File: src/rtl/seg7_scan_if.sv
`default_nettype none
// ============================================================================
// Module      : seg7_scan_if
// Description : Bus bundle between the processor-side output register and the
//               multiplexed seven-segment scan controller.
// Revision    : 1.0 - initial release
// ============================================================================
interface seg7_scan_if #(
  parameter int DIGITS = 8
);
  logic                  load;
  logic [4*DIGITS-1:0]   value;
  logic [DIGITS-1:0]     dp;
  logic                  lz_en;
  logic [7:0]            seg;
  logic [DIGITS-1:0]     sel;
  logic                  frame_done;

  // Data source side: supplies display contents, observes pins and strobe
  modport master (
    output load, value, dp, lz_en,
    input  seg, sel, frame_done
  );

  // Display controller side
  modport slave (
    input  load, value, dp, lz_en,
    output seg, sel, frame_done
  );
endinterface
`default_nettype wire

File: src/rtl/seg7_scan_ctrl.sv
`default_nettype none
// ============================================================================
// Module      : seg7_scan_ctrl
// Description : Time-multiplexed seven-segment display controller with
//               frame-synchronous double buffering, anti-ghost blanking,
//               leading-zero suppression and a frame strobe.
// Revision    : 1.0 - initial release
// ============================================================================
module seg7_scan_ctrl #(
  parameter int DIGITS       = 8,
  parameter int DIV          = 1000,
  parameter int BLANK_CYCLES = 2,
  parameter int SEG_ACT_LOW  = 1,
  parameter int SEL_ACT_LOW  = 1
) (
  input  logic         clk,
  input  logic         rst,
  seg7_scan_if.slave   bus
);

  localparam int CNT_W = $clog2(DIV);
  localparam int IDX_W = (DIGITS > 1) ? $clog2(DIGITS) : 1;

  localparam logic [CNT_W-1:0]  c_div_max = CNT_W'(DIV - 1);
  localparam logic [IDX_W-1:0]  c_idx_max = IDX_W'(DIGITS - 1);
  // "All off" pin levels double as XOR masks that convert active-high to pins
  localparam logic [7:0]        c_seg_off = (SEG_ACT_LOW != 0) ? 8'hFF : 8'h00;
  localparam logic [DIGITS-1:0] c_sel_off = (SEL_ACT_LOW != 0) ? {DIGITS{1'b1}}
                                                               : {DIGITS{1'b0}};

  // Scan counters
  logic [CNT_W-1:0]    div_cnt_q, div_cnt_d;
  logic [IDX_W-1:0]    idx_q, idx_d;

  // Pending (written by load) and shadow (displayed) buffers
  logic [4*DIGITS-1:0] pend_val_q, pend_val_d;
  logic [DIGITS-1:0]   pend_dp_q, pend_dp_d;
  logic                pend_lz_q, pend_lz_d;
  logic                pend_v_q, pend_v_d;
  logic [4*DIGITS-1:0] shd_val_q, shd_val_d;
  logic [DIGITS-1:0]   shd_dp_q, shd_dp_d;
  logic                shd_lz_q, shd_lz_d;

  // Registered pin outputs
  logic [7:0]          seg_q, seg_d;
  logic [DIGITS-1:0]   sel_q, sel_d;

  logic                w_div_last;
  logic                w_frame_last;
  logic                w_active;
  logic [3:0]          w_nib;
  logic                w_dp_bit;
  logic                w_nz_acc;
  logic                w_keep_sel;
  logic                w_lead_blank;
  logic [7:0]          w_seg_ah;
  logic [DIGITS-1:0]   w_sel_ah;

  // Hex nibble to active-high {g,f,e,d,c,b,a}
  function automatic logic [6:0] hex_to_seg(input logic [3:0] nib);
    logic [6:0] s;
    case (nib)
      4'h0: s = 7'h3F;
      4'h1: s = 7'h06;
      4'h2: s = 7'h5B;
      4'h3: s = 7'h4F;
      4'h4: s = 7'h66;
      4'h5: s = 7'h6D;
      4'h6: s = 7'h7D;
      4'h7: s = 7'h07;
      4'h8: s = 7'h7F;
      4'h9: s = 7'h6F;
      4'hA: s = 7'h77;
      4'hB: s = 7'h7C;
      4'hC: s = 7'h39;
      4'hD: s = 7'h5E;
      4'hE: s = 7'h79;
      default: s = 7'h71;
    endcase
    return s;
  endfunction

  assign w_div_last   = (div_cnt_q == c_div_max);
  assign w_frame_last = w_div_last && (idx_q == c_idx_max);

  // Anti-ghost window: sel stays inactive for the first BLANK_CYCLES of a slot
  generate
    if (BLANK_CYCLES == 0) begin : g_no_blank
      assign w_active = 1'b1;
    end else begin : g_blank
      localparam logic [CNT_W-1:0] c_blank = CNT_W'(BLANK_CYCLES);
      assign w_active = (div_cnt_q >= c_blank);
    end
  endgenerate

  // Slot/digit counters: div_cnt wraps every DIV cycles and advances idx
  always_comb begin
    div_cnt_d = w_div_last ? '0 : div_cnt_q + CNT_W'(1);
    idx_d     = idx_q;
    if (w_div_last) begin
      idx_d = (idx_q == c_idx_max) ? '0 : idx_q + IDX_W'(1);
    end
  end

  // Double buffer: loads collect in pending and move to shadow at the frame
  // boundary; a load in the boundary cycle itself goes straight to shadow
  always_comb begin
    pend_val_d = pend_val_q;
    pend_dp_d  = pend_dp_q;
    pend_lz_d  = pend_lz_q;
    pend_v_d   = pend_v_q;
    shd_val_d  = shd_val_q;
    shd_dp_d   = shd_dp_q;
    shd_lz_d   = shd_lz_q;
    if (bus.load) begin
      pend_val_d = bus.value;
      pend_dp_d  = bus.dp;
      pend_lz_d  = bus.lz_en;
    end
    if (w_frame_last) begin
      if (bus.load) begin
        shd_val_d = bus.value;
        shd_dp_d  = bus.dp;
        shd_lz_d  = bus.lz_en;
        pend_v_d  = 1'b0;
      end else if (pend_v_q) begin
        shd_val_d = pend_val_q;
        shd_dp_d  = pend_dp_q;
        shd_lz_d  = pend_lz_q;
        pend_v_d  = 1'b0;
      end
    end else if (bus.load) begin
      pend_v_d = 1'b1;
    end
  end

  // Digit select, leading-zero test and decode for the next registered pins.
  // Scanning from the MSD down, w_nz_acc is set once any nibble or dp at or
  // above the current position is non-zero; that digit must then be shown.
  always_comb begin
    w_nib      = 4'h0;
    w_dp_bit   = 1'b0;
    w_nz_acc   = 1'b0;
    w_keep_sel = 1'b0;
    for (int i = DIGITS - 1; i >= 0; i--) begin
      w_nz_acc = w_nz_acc | (|shd_val_q[4*i +: 4]) | shd_dp_q[i];
      if (idx_q == IDX_W'(i)) begin
        w_nib      = shd_val_q[4*i +: 4];
        w_dp_bit   = shd_dp_q[i];
        w_keep_sel = w_nz_acc;
      end
    end
    w_lead_blank = shd_lz_q && (idx_q != '0) && !w_keep_sel;

    w_seg_ah = 8'h00;
    w_sel_ah = '0;
    if (w_active) begin
      for (int i = 0; i < DIGITS; i++) begin
        if (idx_q == IDX_W'(i)) begin
          w_sel_ah[i] = 1'b1;
        end
      end
      if (!w_lead_blank) begin
        w_seg_ah = {w_dp_bit, hex_to_seg(w_nib)};
      end
    end
    seg_d = w_seg_ah ^ c_seg_off;
    sel_d = w_sel_ah ^ c_sel_off;
  end

  // State and output registers with synchronous reset
  always_ff @(posedge clk) begin
    if (rst) begin
      div_cnt_q  <= '0;
      idx_q      <= '0;
      pend_val_q <= '0;
      pend_dp_q  <= '0;
      pend_lz_q  <= 1'b0;
      pend_v_q   <= 1'b0;
      shd_val_q  <= '0;
      shd_dp_q   <= '0;
      shd_lz_q   <= 1'b0;
      seg_q      <= c_seg_off;
      sel_q      <= c_sel_off;
    end else begin
      div_cnt_q  <= div_cnt_d;
      idx_q      <= idx_d;
      pend_val_q <= pend_val_d;
      pend_dp_q  <= pend_dp_d;
      pend_lz_q  <= pend_lz_d;
      pend_v_q   <= pend_v_d;
      shd_val_q  <= shd_val_d;
      shd_dp_q   <= shd_dp_d;
      shd_lz_q   <= shd_lz_d;
      seg_q      <= seg_d;
      sel_q      <= sel_d;
    end
  end

  assign bus.seg        = seg_q;
  assign bus.sel        = sel_q;
  assign bus.frame_done = w_frame_last;

endmodule
`default_nettype wire

File: src/flat_wrapper.sv
// flat-port wrapper written by rule: the top's interface ports become plain ports
module seg7_scan_ctrl_flat 
#(
  parameter int DIGITS       = 8,
  parameter int DIV          = 1000,
  parameter int BLANK_CYCLES = 2,
  parameter int SEG_ACT_LOW  = 1,
  parameter int SEL_ACT_LOW  = 1
)
  (clk, rst, bus_load, bus_value, bus_dp, bus_lz_en, bus_seg, bus_sel, bus_frame_done);
  seg7_scan_if #(.DIGITS(DIGITS)) bus_i ();
  input  logic clk;
  input  logic rst;
  input wire logic [$bits(bus_i.load)-1:0] bus_load;
  input wire logic [$bits(bus_i.value)-1:0] bus_value;
  input wire logic [$bits(bus_i.dp)-1:0] bus_dp;
  input wire logic [$bits(bus_i.lz_en)-1:0] bus_lz_en;
  output wire logic [$bits(bus_i.seg)-1:0] bus_seg;
  output wire logic [$bits(bus_i.sel)-1:0] bus_sel;
  output wire logic [$bits(bus_i.frame_done)-1:0] bus_frame_done;
  assign bus_i.load = bus_load;
  assign bus_i.value = bus_value;
  assign bus_i.dp = bus_dp;
  assign bus_i.lz_en = bus_lz_en;
  assign bus_seg = bus_i.seg;
  assign bus_sel = bus_i.sel;
  assign bus_frame_done = bus_i.frame_done;
  seg7_scan_ctrl #(.DIGITS(DIGITS), .DIV(DIV), .BLANK_CYCLES(BLANK_CYCLES), .SEG_ACT_LOW(SEG_ACT_LOW), .SEL_ACT_LOW(SEL_ACT_LOW)) u_core (.clk(clk), .rst(rst), .bus(bus_i));
endmodule
File: config.mk
export PLATFORM = sky130hd
export DESIGN_NAME = seg7_scan_ctrl_flat
export DESIGN_NICKNAME = d
export VERILOG_FILES = /design/src/rtl/seg7_scan_if.sv /design/src/rtl/seg7_scan_ctrl.sv /design/src/flat_wrapper.sv
export SDC_FILE = /design/constraint.sdc
export NUM_CORES = 1
export LEC_CHECK = 0
export ABC_AREA = 1
export CAP_MARGIN = 20
export CORE_AREA = 5 5 141 143
export CTS_BUF_LIST = sky130_fd_sc_hd__clkbuf_4 sky130_fd_sc_hd__clkbuf_8
export CTS_CLUSTER_DIAMETER = 30
export DETAILED_ROUTE_END_ITERATION = 6
export DIE_AREA = 0 0 146 148
export SKIP_CTS_REPAIR_TIMING = 1
export SLEW_MARGIN = 20
export SYNTH_ARGS = -nofsm -noshare
export SYNTH_HDL_FRONTEND = slang
export SYNTH_SLANG_ARGS = --single-unit
File: constraint.sdc
create_clock -name clk -period 7.2 [get_ports clk]
set_clock_uncertainty 0.1 [all_clocks]
set_input_delay 0.72 -clock clk [delete_from_list [all_inputs] [get_ports clk]]
set_output_delay 0.72 -clock clk [all_outputs]
set_load 0.01 [all_outputs]
==> out/metrics.csv <==
stage;metric;value;unit
synthesis;Yosys top cell area share;44.1;%
sta;Tcrit/Tclk final;44.6;%
global_route;total track usage;10.2;%
floorplan;I/O pin cnt;61;
placement;gpl congestion;0.847;
power;worst vdd ir;0.0750;mV
floorplan;Initial Utilization;27.5;%
drt;top routing layer used;met4;
placement;DP Cell Count;875;
floorplan;Core Area;18500;um2
synthesis;prevailing post-synth register cell;dfxtp_1;
sta;Final Hold Viols;0;
cts;clock root cell;clkbuf_8;
drt;mean routed wirelength per cell;12.1;um
synthesis;Post-Synthesis Cells;604;
worst_hold_path;hold crit path type;reg -> reg;
global_route;global-route wire length before repair;18000;um
synthesis;Post-synth EDFFs;0;
job;number of max-cap violations;0;
critical_path;Critical Path Fanout Max;5;
sta;Max Fclk;312;MHz
critical_path;CP max stage delay;610;ps
drt;WL met1;5420;um
sta;Rel. slew slack;47.9;%
sta;Slew Limit Fails;0;
global_route;antenna violations before repair;0;
power;Leakage;2.46;nW
critical_path;Critical Path RT;6380;ps
placement;number of buffers added on ports;60;
synthesis;average cell area after synthesis;8.41;um2
final_layout;share of cells above drive strength 1;11.6;%
critical_path;Cell Chain, Critical Path;ha_1 > nand2_1 > inv_1 > nand3_1 > nor3_4 > inv_2 > nor2_1 > clkdlybuf4s50_1;
floorplan;FP Rows;50;
global_route;global route total overflow;0;
cts;Longest Clk Path Bufs;2;
power;Pwr Density;183;nW/um2
drt;Final ANT Viol Nets;0;
synthesis;Synth Area in Compound Gates;13.5;%
final_layout;n_diodes;0;
synthesis;Seq cells post-synth;112;
synthesis;post-synthesis simple-gate area fraction;23.5;%
drt;drt total wl;10800;um
floorplan;Die Area;21600;um2
synthesis;sequential fraction of the synthesis area;44.1;%
global_route;vias in the first global route;3606;
cts;Num CTS Buffers;9;
synthesis;most frequent cell after synthesis;nor2_1;
synthesis;leading area contributor after synthesis;dfxtp_1;
placement;HPWL after detailed placement;7930;um
cts;clk_lat worst skew;410;ps
critical_path;CP Launch Type;flip-flop;
cts;H-Tree Depth;3;
floorplan;Die X;146;um
cts;CTS tree;done;
run_status;outcome;completed;
drt;DRC errors left;0;
drt;DRT iter0 DRCs;185;
drt;routed wl met2;4680;um
sta;RSZ-0062 raised after global routing;no;
synthesis;combinational family with the most area after synthesis;simple AND/OR/NAND/NOR gates;
critical_path;WS Path Type;reg -> out;
synthesis;most instantiated cells after synthesis;118 x nor2_1, 112 x dfxtp_1, 92 x nand2_1, 55 x inv_1, 41 x mux2i_1;
critical_path;Worst setup EP type;output pin;
cts;CTS clock-pin slew for the worst setup and hold paths;120;ps
final_layout;final net count;710;
drt;via/cell ratio;4.37;
final_layout;Non-Filler Instances;891;
critical_path;Slowest-stage cell, CP;clkdlybuf4s50_1;
drt;via count;3895;
sta;endpoints failing setup;0;
critical_path;Worst Path Arrival;2390;ps
synthesis;XOR/XNOR Fraction of Synth Area;0;%
sta;fin crit period;3210;ps
global_route;largest net degree at the start of global routing;60;
drt;met3 WL;551;um
sta;Worst-Margin Slew;774;ps
cts;Clock Sinks;112;
synthesis;multiplexer share of the synthesized area;8.08;%
drt;TritonRoute pass-1 iters;4;
sta;setup TNS;0;ps
synthesis;Post-Syn Area;5080;um2
synthesis;YS warnings;0;
synthesis;area share of fa/ha/maj cells after synthesis;3.45;%
floorplan;Die Ht;148;um
synthesis;largest cells by area after synthesis;dfxtp_1 44%, a211oi_2 9.6%, nor2_1 8.7%, mux2i_1 8.1%, nand2_1 6.8%;
synthesis;Synth Net Count;662;
synthesis;post-synth cell types;33;
power;Final Total Pwr;1.10;mW
synthesis;fraction of registers with async set/reset;0;%
final_layout;synthesis-to-finish area growth;18.7;%
where the power goes:
group / internal [mW] / switching, mW
combinational: 0.0464 / 0.0485
clock: 0.132 / 0.230
sequential: 0.639 / 0.00529
registers in the layout (all words and copies together), names as in the netlist:
register / flops
u_core.shd_val_q: 32
u_core.pend_v_q: 1
u_core.pend_dp_q: 8
u_core.div_cnt_q: 10
u_core.pend_lz_q: 1
u_core.bus.seg: 8
u_core.idx_q: 3
u_core.pend_val_q: 32
u_core.bus.sel: 8
u_core.shd_dp_q: 8
u_core.shd_lz_q: 1
worst paths after layout:
check	cells past startpoint	slack (ps)	from	endpoint
hold reg to reg	1	350	u_core.div_cnt_q[0]$_SDFF_PP0_	u_core.div_cnt_q[0]$_SDFF_PP0_
setup reg to reg	19	4450	u_core.idx_q[0]$_SDFFE_PP0P_	u_core.bus.seg[6]$_SDFF_PP1_
setup / recovery	8	3990	u_core.div_cnt_q[1]$_SDFF_PP0_	bus_frame_done
hold / removal	1	350	u_core.div_cnt_q[0]$_SDFF_PP0_	u_core.div_cnt_q[0]$_SDFF_PP0_
stage by stage:
step | hold WS [ps] | util [%] | setup WS (ps) | cell area (um2)
2_1_floorplan | 317 | - | 4720 | 5080
3_3_place_gp | 330 | 31.7 | 4420 | 5850
3_5_place_dp | 335 | 31.7 | 4430 | 5850
4_1_cts | 355 | 32.7 | 3940 | 6030
5_1_grt | 390 | 32.7 | 3740 | 6030
6_report | 351 | 32.7 | 3990 | 6030
layout make-up:
class / instances / area (um2)
fillers: 1917 / 12400
multi-input cells: 406 / 2460
flip-flops and latches: 112 / 2240
repair buffers: 65 / 631
well taps: 234 / 293
inverters: 58 / 218
clock buffers: 9 / 124
clock inverters: 7 / 63.8
cells in the final DEF, fill, tap and decap left out, drive strengths merged, types with 3 or more instances in the layout:
cell type	n
a21oi	8
or2	5
nand4	10
clkbuf	9
a211oi	43
mux2i	41
o21ai	17
buf	7
ha	14
clkdlybuf4s50	58
dfxtp	112
clkinv	3
nor3b	5
nor3	9
nor2	118
nand3	32
inv	61
nand2	96
metal layers:
metal,up-vias,track usage [%]
met4,0,3.67
met2,67,15.5
li1,2079,-
met3,11,2.79
met5,-,0
met1,1738,14.0
cells by family (layout without fill, tap and decap cells):
logic type / after synthesis / after routing
compound gates: 73 / 73
fa+ha+maj: 14 / 14
buf+inv: 86 / 139
flops: 112 / 112
mux: 41 / 41
simple gates: 278 / 278
worst max-delay path, delay by kind of cell (launching register included):
family	cells	cell delay (ps)
flops	1	390
fa+ha+maj	1	180
buf+inv	3	810
simple gates	4	600
(Power assumes the default switching activity.)
